### config.mk
export PLATFORM = sky130hd
export DESIGN_NAME = uart_prog_loader
export DESIGN_NICKNAME = d
export VERILOG_FILES = /design/src/rtl/uart_prog_loader.sv
export SDC_FILE = /design/constraint.sdc
export NUM_CORES = 1
export LEC_CHECK = 0
export ABC_AREA = 1
export BUFFER_PORTS_ARGS = -buffer_cell sky130_fd_sc_hd__clkbuf_2
export CELL_PAD_IN_SITES_DETAIL_PLACEMENT = 0
export CELL_PAD_IN_SITES_GLOBAL_PLACEMENT = 2
export CORE_AREA = 2 2 140 108
export CTS_CLUSTER_SIZE = 16
export DETAILED_ROUTE_END_ITERATION = 8
export DIE_AREA = 0 0 142 110
export GPL_ROUTABILITY_DRIVEN = 0
export PLACE_DENSITY = 0.83
export SYNTH_ARGS = -nofsm -noshare
export SYNTH_HDL_FRONTEND = slang
export SYNTH_SLANG_ARGS = --single-unit
export TNS_END_PERCENT = 50
### constraint.sdc
create_clock -name clk -period 1.6 [get_ports clk]
set_input_delay 0.4 -clock clk [delete_from_list [all_inputs] [get_ports clk]]
set_output_delay 0.4 -clock clk [all_outputs]
set_load 0.02 [all_outputs]
### src/rtl/uart_prog_loader.sv
// UART boot loader: receives a framed program image (A5, N, N x {hi,lo}, sum)
// over an 8N1 line, writes it into instruction memory and gates the CPU reset.
module uart_prog_loader #(
  parameter int unsigned CLKS_PER_BIT = 104,
  parameter int unsigned ADDR_WIDTH   = 8,
  parameter int unsigned TIMEOUT_CLKS = 65535,
  parameter bit          BOOT_HOLD    = 1'b1
) (
  input  logic                  clk,
  input  logic                  rst_n,
  input  logic                  rx,
  output logic                  imem_we,
  output logic [ADDR_WIDTH-1:0] imem_addr,
  output logic [15:0]           imem_wdata,
  output logic                  cpu_hold,
  output logic                  busy,
  output logic                  done,
  output logic                  error
);

  localparam int unsigned BCW    = $clog2(CLKS_PER_BIT);
  localparam int unsigned HALF   = CLKS_PER_BIT / 2;
  localparam int unsigned TOW    = $clog2(TIMEOUT_CLKS + 1);
  localparam int unsigned WCW    = 9;
  localparam int unsigned MAXW   = (ADDR_WIDTH >= 8) ? 256 : (1 << ADDR_WIDTH);
  localparam logic [7:0]  HEADER = 8'hA5;

  typedef enum logic [1:0] {R_IDLE, R_START, R_DATA, R_STOP} rx_state_e;
  typedef enum logic [2:0] {L_IDLE, L_COUNT, L_HI, L_LO, L_CSUM} ld_state_e;

  // ---------------------------------------------------------------------------
  // rx synchronizer plus one extra stage for falling-edge detection
  // ---------------------------------------------------------------------------
  logic sync1_q, rx_s_q, rx_prev_q;

  // Two-flop synchronizer and edge-history flop, idle-high after reset
  always_ff @(posedge clk or negedge rst_n) begin
    if (!rst_n) begin
      sync1_q   <= 1'b1;
      rx_s_q    <= 1'b1;
      rx_prev_q <= 1'b1;
    end else begin
      sync1_q   <= rx;
      rx_s_q    <= sync1_q;
      rx_prev_q <= rx_s_q;
    end
  end

  // ---------------------------------------------------------------------------
  // UART byte receiver
  // ---------------------------------------------------------------------------
  rx_state_e        rx_st_q, rx_st_d;
  logic [BCW-1:0]   bcnt_q, bcnt_d;
  logic [2:0]       bidx_q, bidx_d;
  logic [7:0]       shift_q, shift_d;
  logic             rx_valid_q, rx_valid_d;
  logic             rx_ferr_q, rx_ferr_d;

  // Receiver state register
  always_ff @(posedge clk or negedge rst_n) begin
    if (!rst_n) begin
      rx_st_q    <= R_IDLE;
      bcnt_q     <= '0;
      bidx_q     <= '0;
      shift_q    <= '0;
      rx_valid_q <= 1'b0;
      rx_ferr_q  <= 1'b0;
    end else begin
      rx_st_q    <= rx_st_d;
      bcnt_q     <= bcnt_d;
      bidx_q     <= bidx_d;
      shift_q    <= shift_d;
      rx_valid_q <= rx_valid_d;
      rx_ferr_q  <= rx_ferr_d;
    end
  end

  // Receiver next state: start re-check at half bit, then sample bit centres
  always_comb begin
    rx_st_d    = rx_st_q;
    bcnt_d     = bcnt_q;
    bidx_d     = bidx_q;
    shift_d    = shift_q;
    rx_valid_d = 1'b0;
    rx_ferr_d  = 1'b0;
    case (rx_st_q)
      R_IDLE: begin
        if (rx_prev_q && !rx_s_q) begin
          rx_st_d = R_START;
          bcnt_d  = '0;
        end
      end
      R_START: begin
        if (bcnt_q == BCW'(HALF - 1)) begin
          bcnt_d = '0;
          bidx_d = '0;
          // A line that is high again at mid-start was only a glitch
          rx_st_d = rx_s_q ? R_IDLE : R_DATA;
        end else begin
          bcnt_d = bcnt_q + BCW'(1);
        end
      end
      R_DATA: begin
        if (bcnt_q == BCW'(CLKS_PER_BIT - 1)) begin
          bcnt_d  = '0;
          shift_d = {rx_s_q, shift_q[7:1]};
          if (bidx_q == 3'd7) begin
            rx_st_d = R_STOP;
          end else begin
            bidx_d = bidx_q + 3'd1;
          end
        end else begin
          bcnt_d = bcnt_q + BCW'(1);
        end
      end
      R_STOP: begin
        if (bcnt_q == BCW'(CLKS_PER_BIT - 1)) begin
          bcnt_d     = '0;
          rx_valid_d = rx_s_q;
          rx_ferr_d  = !rx_s_q;
          rx_st_d    = R_IDLE;
        end else begin
          bcnt_d = bcnt_q + BCW'(1);
        end
      end
      default: rx_st_d = R_IDLE;
    endcase
  end

  // ---------------------------------------------------------------------------
  // Frame loader
  // ---------------------------------------------------------------------------
  ld_state_e             st_q, st_d;
  logic [WCW-1:0]        words_q, words_d;
  logic [7:0]            sum_q, sum_d;
  logic [TOW-1:0]        to_q, to_d;
  logic                  release_q, release_d;
  logic                  we_q, we_d;
  logic [ADDR_WIDTH-1:0] addr_q, addr_d;
  logic [15:0]           wdata_q, wdata_d;
  logic                  hold_q, hold_d;
  logic                  busy_q, busy_d;
  logic                  done_q, done_d;
  logic                  error_q, error_d;
  logic                  timeout_c;
  logic [WCW-1:0]        n_words_c;

  // Loader state and registered outputs
  always_ff @(posedge clk or negedge rst_n) begin
    if (!rst_n) begin
      st_q      <= L_IDLE;
      words_q   <= '0;
      sum_q     <= '0;
      to_q      <= '0;
      release_q <= 1'b0;
      we_q      <= 1'b0;
      addr_q    <= '0;
      wdata_q   <= '0;
      hold_q    <= BOOT_HOLD;
      busy_q    <= 1'b0;
      done_q    <= 1'b0;
      error_q   <= 1'b0;
    end else begin
      st_q      <= st_d;
      words_q   <= words_d;
      sum_q     <= sum_d;
      to_q      <= to_d;
      release_q <= release_d;
      we_q      <= we_d;
      addr_q    <= addr_d;
      wdata_q   <= wdata_d;
      hold_q    <= hold_d;
      busy_q    <= busy_d;
      done_q    <= done_d;
      error_q   <= error_d;
    end
  end

  // Loader next state: frame parsing, write strobe, timeout and abort
  always_comb begin
    st_d      = st_q;
    words_d   = words_q;
    sum_d     = sum_q;
    to_d      = to_q;
    release_d = 1'b0;
    we_d      = 1'b0;
    addr_d    = addr_q;
    wdata_d   = wdata_q;
    hold_d    = hold_q;
    busy_d    = busy_q;
    done_d    = done_q;
    error_d   = error_q;
    timeout_c = 1'b0;

    // N=0 encodes 256 words; never more words than the address space holds
    n_words_c = (shift_q == 8'd0) ? WCW'(256) : WCW'(shift_q);
    if (n_words_c > WCW'(MAXW)) begin
      n_words_c = WCW'(MAXW);
    end

    // Address steps the cycle after each write pulse
    if (we_q) begin
      addr_d = addr_q + ADDR_WIDTH'(1);
    end
    // CPU is released one cycle after done is raised
    if (release_q) begin
      hold_d = 1'b0;
    end

    // Inter-byte idle counter, only while a frame is in progress
    if ((st_q == L_IDLE) || rx_valid_q) begin
      to_d = '0;
    end else if (to_q == TOW'(TIMEOUT_CLKS - 1)) begin
      to_d      = '0;
      timeout_c = 1'b1;
    end else begin
      to_d = to_q + TOW'(1);
    end

    case (st_q)
      L_IDLE: begin
        if (rx_valid_q && (shift_q == HEADER)) begin
          st_d    = L_COUNT;
          busy_d  = 1'b1;
          hold_d  = 1'b1;
          done_d  = 1'b0;
          error_d = 1'b0;
        end
      end
      L_COUNT: begin
        if (rx_valid_q) begin
          words_d = n_words_c;
          sum_d   = '0;
          addr_d  = '0;
          st_d    = L_HI;
        end
      end
      L_HI: begin
        if (rx_valid_q) begin
          wdata_d[15:8] = shift_q;
          sum_d         = sum_q + shift_q;
          st_d          = L_LO;
        end
      end
      L_LO: begin
        if (rx_valid_q) begin
          wdata_d[7:0] = shift_q;
          sum_d        = sum_q + shift_q;
          we_d         = 1'b1;
          words_d      = words_q - WCW'(1);
          st_d         = (words_q == WCW'(1)) ? L_CSUM : L_HI;
        end
      end
      L_CSUM: begin
        if (rx_valid_q) begin
          busy_d = 1'b0;
          st_d   = L_IDLE;
          if (shift_q == sum_q) begin
            done_d    = 1'b1;
            release_d = 1'b1;
          end else begin
            error_d = 1'b1;
          end
        end
      end
      default: st_d = L_IDLE;
    endcase

    // Framing error or timeout mid-frame overrides everything, including a write
    if ((st_q != L_IDLE) && (rx_ferr_q || timeout_c)) begin
      st_d      = L_IDLE;
      error_d   = 1'b1;
      busy_d    = 1'b0;
      hold_d    = 1'b1;
      we_d      = 1'b0;
      release_d = 1'b0;
    end
  end

  assign imem_we    = we_q;
  assign imem_addr  = addr_q;
  assign imem_wdata = wdata_q;
  assign cpu_hold   = hold_q;
  assign busy       = busy_q;
  assign done       = done_q;
  assign error      = error_q;

endmodule

==> impl_metrics.py <==
metrics = {
    "clocking": {
        "clock_path_buffers": 2,
        "cts_tree": "built",
        "root_buffer": "clkbuf_16",
        "cts_sinks": 91,
        "insertion_delay_ns": 0.35,
        "htreeDepth": 3,
        "clkTransAtPathRegs_ns": 0.07,
        "cts_made_buffers": 9,
    },
    "floorplanning": {
        "start_util_pct": 32.3,
        "core_um2": 14200,
        "die_w_um": 142,
        "num_rows": 38,
        "dieArea_um2": 15600,
        "io-pin-count": 32,
        "die_h_um": 110,
    },
    "min_path": {
        "holdCritPathClass": "input port to async pin",
    },
    "timing": {
        "fin_skew_ns": 0.0101,
        "whs_ns": 0.00485,
        "finalSetupViolCount": 6,
        "rsz0062_at_grt": "yes",
        "slew_violations": 0,
        "slew_headroom_pct": 70.0,
        "final_hold_viol_count": 0,
        "fmax_mhz": 602,
        "period_minus_slack_ns": 1.66,
        "min_period_over_period_pct": 104,
        "worst_pin_slew_ns": 0.450,
        "setup_ws_ns": -0.0601,
    },
    "finish": {
        "nets": 678,
        "drive_above_1_share_pct": 28.3,
        "layoutNonFillerInstCount": 844,
        "areaGrowthSynthToFinish_pct": 32.5,
        "diodes": 0,
        "stdcell_area_um2": 6070,
    },
    "detailed_routing": {
        "vias": 3977,
        "drcViolationCount": 0,
        "viasPerCell": 4.71,
        "drt-total-wl_mm": 11.4,
        "drt_iter0_drc": 181,
        "first_pass_iters": 4,
        "antenna_left": 0,
        "wl_per_cell_um": 13.5,
    },
    "run_status": {
        "failed_checks": "negative setup slack",
        "status": "complete, but fails checks",
    },
    "yosys": {
        "synth_ff_type": "dfrtp_1",
        "synthesis.area_um2": 4590,
        "synth_edf_count": 0,
        "async_flop_share_pct": 100,
        "synth_cell_types": 37,
        "syn-num-nets": 565,
        "syn_inst": 546,
        "syn_area_per_cell_um2": 8.40,
        "ys_ff_latch": 91,
        "ys_seq_area_share_pct": 49.8,
        "ys_warn_count": 0,
    },
    "critical_path": {
        "timing.rr.end": "release_q$_DFF_PN0_",
        "worstPathRequired_ns": 1.85,
        "regToRegSetupSlack_ns": -0.06,
        "reg2reg_from": "shift_q[5]$_DFFE_PN0P_",
        "start_kind": "flop",
        "rr_worst_depth": 5,
        "critPathArrivalTime_ns": 1.91,
        "crit_type": "flop to flop",
        "endpoint_kind": "flop",
        "timing.critical_path.fanout_max": 2,
    },
    "global_routing": {
        "grt.total_usage_pct": 15.6,
        "overflow": 0,
        "grt_max_degree": 33,
        "grt_pass1_vias": 3820,
        "grt_pass1_wl_mm": 19.1,
        "antenna_found_initial": 0,
    },
    "power_and_ir_drop": {
        "power_mw": 5.46,
        "p_per_area_nw_per_um2": 898,
        "vdd_drop_max_uv": 447,
        "power_leakage_nw": 2.89,
    },
    "place": {
        "dpl.cell_count": 815,
        "placed_area_um2": 5470,
        "dp_hpwl_mm": 8.34,
        "portBuffers": 31,
        "dpl_worst_slack_ns": -0.0874,
    },
    "job": {
        "drv_cap": 0,
    },
}
==> cell usage after synthesis (13+ instances only) <==
cell type | number | area share (%)
a21oi_1 | 26 | 2.8
dfrtp_1 | 87 | 47
ha_1 | 15 | 4.1
inv_1 | 54 | 4.4
inv_2 | 13 | 1.1
nand2_1 | 114 | 9.3
nand3_1 | 33 | 3.6
nand4_1 | 13 | 1.8
nor2_1 | 59 | 4.8
nor3_1 | 13 | 1.4
o21ai_0 | 18 | 2.0
o21ai_1 | 32 | 3.5
xor2_1 | 14 | 2.7
==> flip-flops by register name, indices dropped and copies added (netlist names), 3 cells and up, named ones only <==
| name | flops |
|---|---|
| imem_wdata | 16 |
| to_q | 16 |
| words_q | 9 |
| imem_addr | 8 |
| shift_q | 8 |
| sum_q | 8 |
| bcnt_q | 7 |
| bidx_q | 3 |
| st_q | 3 |
==> through the flow <==
stage	util [%]	setup TNS, ns
floorplan	-	0
global placement	38.5	-0.0580
detailed placement	38.5	-0.221
CTS	41.0	-0.113
global route	42.7	-2.07
finish	42.7	-0.238
==> critical path, cell delays in order, from the launching register on <==
cell	delay, ns
dfrtp_1	0.39
ha_1	0.32
nor3_2	0.16
nand4_1	0.24
buf_4	0.24
nor4_2	0.21
==> worst max-delay path by stage <==
stage / from / to / cells past startpoint
global placement: sum_q[0]$_DFFE_PN0P_ / sum_q[6]$_DFFE_PN0P_ / 10
global route: bcnt_q[0]$_DFFE_PN0P_ / flop / 12
detailed placement: shift_q[3]$_DFFE_PN0P_ / done$_DFFE_PN0P_ / 5
floorplan: shift_q[0]$_DFFE_PN0P_ / sum_q[6]$_DFFE_PN0P_ / 10
CTS: sum_q[0]$_DFFE_PN0P_ / sum_q[6]$_DFFE_PN0P_ / 10
finish: shift_q[5]$_DFFE_PN0P_ / release_q$_DFF_PN0_ / 5
==> layout make-up <==
type | count | area (µm²)
clock buffers | 12 | 236
clock inverters | 4 | 53.8
fillers | 1406 | 8140
inverters | 67 | 251
multi-input cells | 383 | 2250
flip-flops and latches | 91 | 2280
well taps | 180 | 225
repair buffers | 107 | 773
==> report_power, final <==
group          leakage, nW  switching, mW  internal [mW]  total (mW)
clock network        0.133          0.885           1.22        2.10
logic                 1.51          0.449          0.395       0.844
registers             1.24          0.103           2.41        2.51
total                 2.89           1.44           4.02        5.46
==> placed cells by master, fill, tap and decap left out, types with 3 or more instances in the layout <==
| cell | count |
|---|---|
| a21oi_1 | 24 |
| a21oi_2 | 3 |
| buf_12 | 3 |
| buf_4 | 72 |
| clkbuf_1 | 3 |
| clkbuf_16 | 9 |
| clkbuf_2 | 30 |
| dfrtp_1 | 85 |
| dfstp_2 | 4 |
| ha_1 | 8 |
| ha_2 | 3 |
| ha_4 | 4 |
| inv_1 | 53 |
| inv_2 | 14 |
| nand2_1 | 108 |
| nand2_2 | 7 |
| nand3_1 | 28 |
| nand3_2 | 5 |
| nand3_4 | 4 |
| nand4_1 | 13 |
| nor2_1 | 54 |
| nor2_2 | 5 |
| nor2_4 | 5 |
| nor3_1 | 7 |
| nor3_2 | 5 |
| nor3b_1 | 4 |
| o211ai_1 | 4 |
| o21a_1 | 4 |
| o21ai_0 | 12 |
| o21ai_1 | 37 |
| o22ai_1 | 4 |
| xnor2_1 | 5 |
| xor2_1 | 14 |
==> logic make-up (layout without fill, tap and decap cells) <==
group,count (synthesis),in the layout,synth area share (%)
AND/OR/NAND/NOR,250,251,24.2
XOR/XNOR,19,19,3.63
adder cells (fa/ha/maj),16,16,4.53
flip-flops,91,91,49.8
buffers and inverters,73,190,6.06
AO/OA/AOI/OAI,97,97,11.8
==> repair_timing <==
action / 4_1_cts / 5_1_grt
pin swaps: 4 / 12
setup endpoints to repair: 5 / 39
gates resized for setup: 6 / 45
setup buffers: 3 / 10
gates cloned: 0 / 1
hold buffers: 0 / 0
==> per-layer routing <==
layer / vias up / share of wire, % / track usage [%]
li1: 2033 / - / -
met4: 0 / 1.0 / 5.21
met3: 8 / 4.6 / 3.59
met5: - / 0 / 0
met2: 74 / 44 / 23.8
met1: 1862 / 51 / 21.9
(Power assumes the default switching activity.)
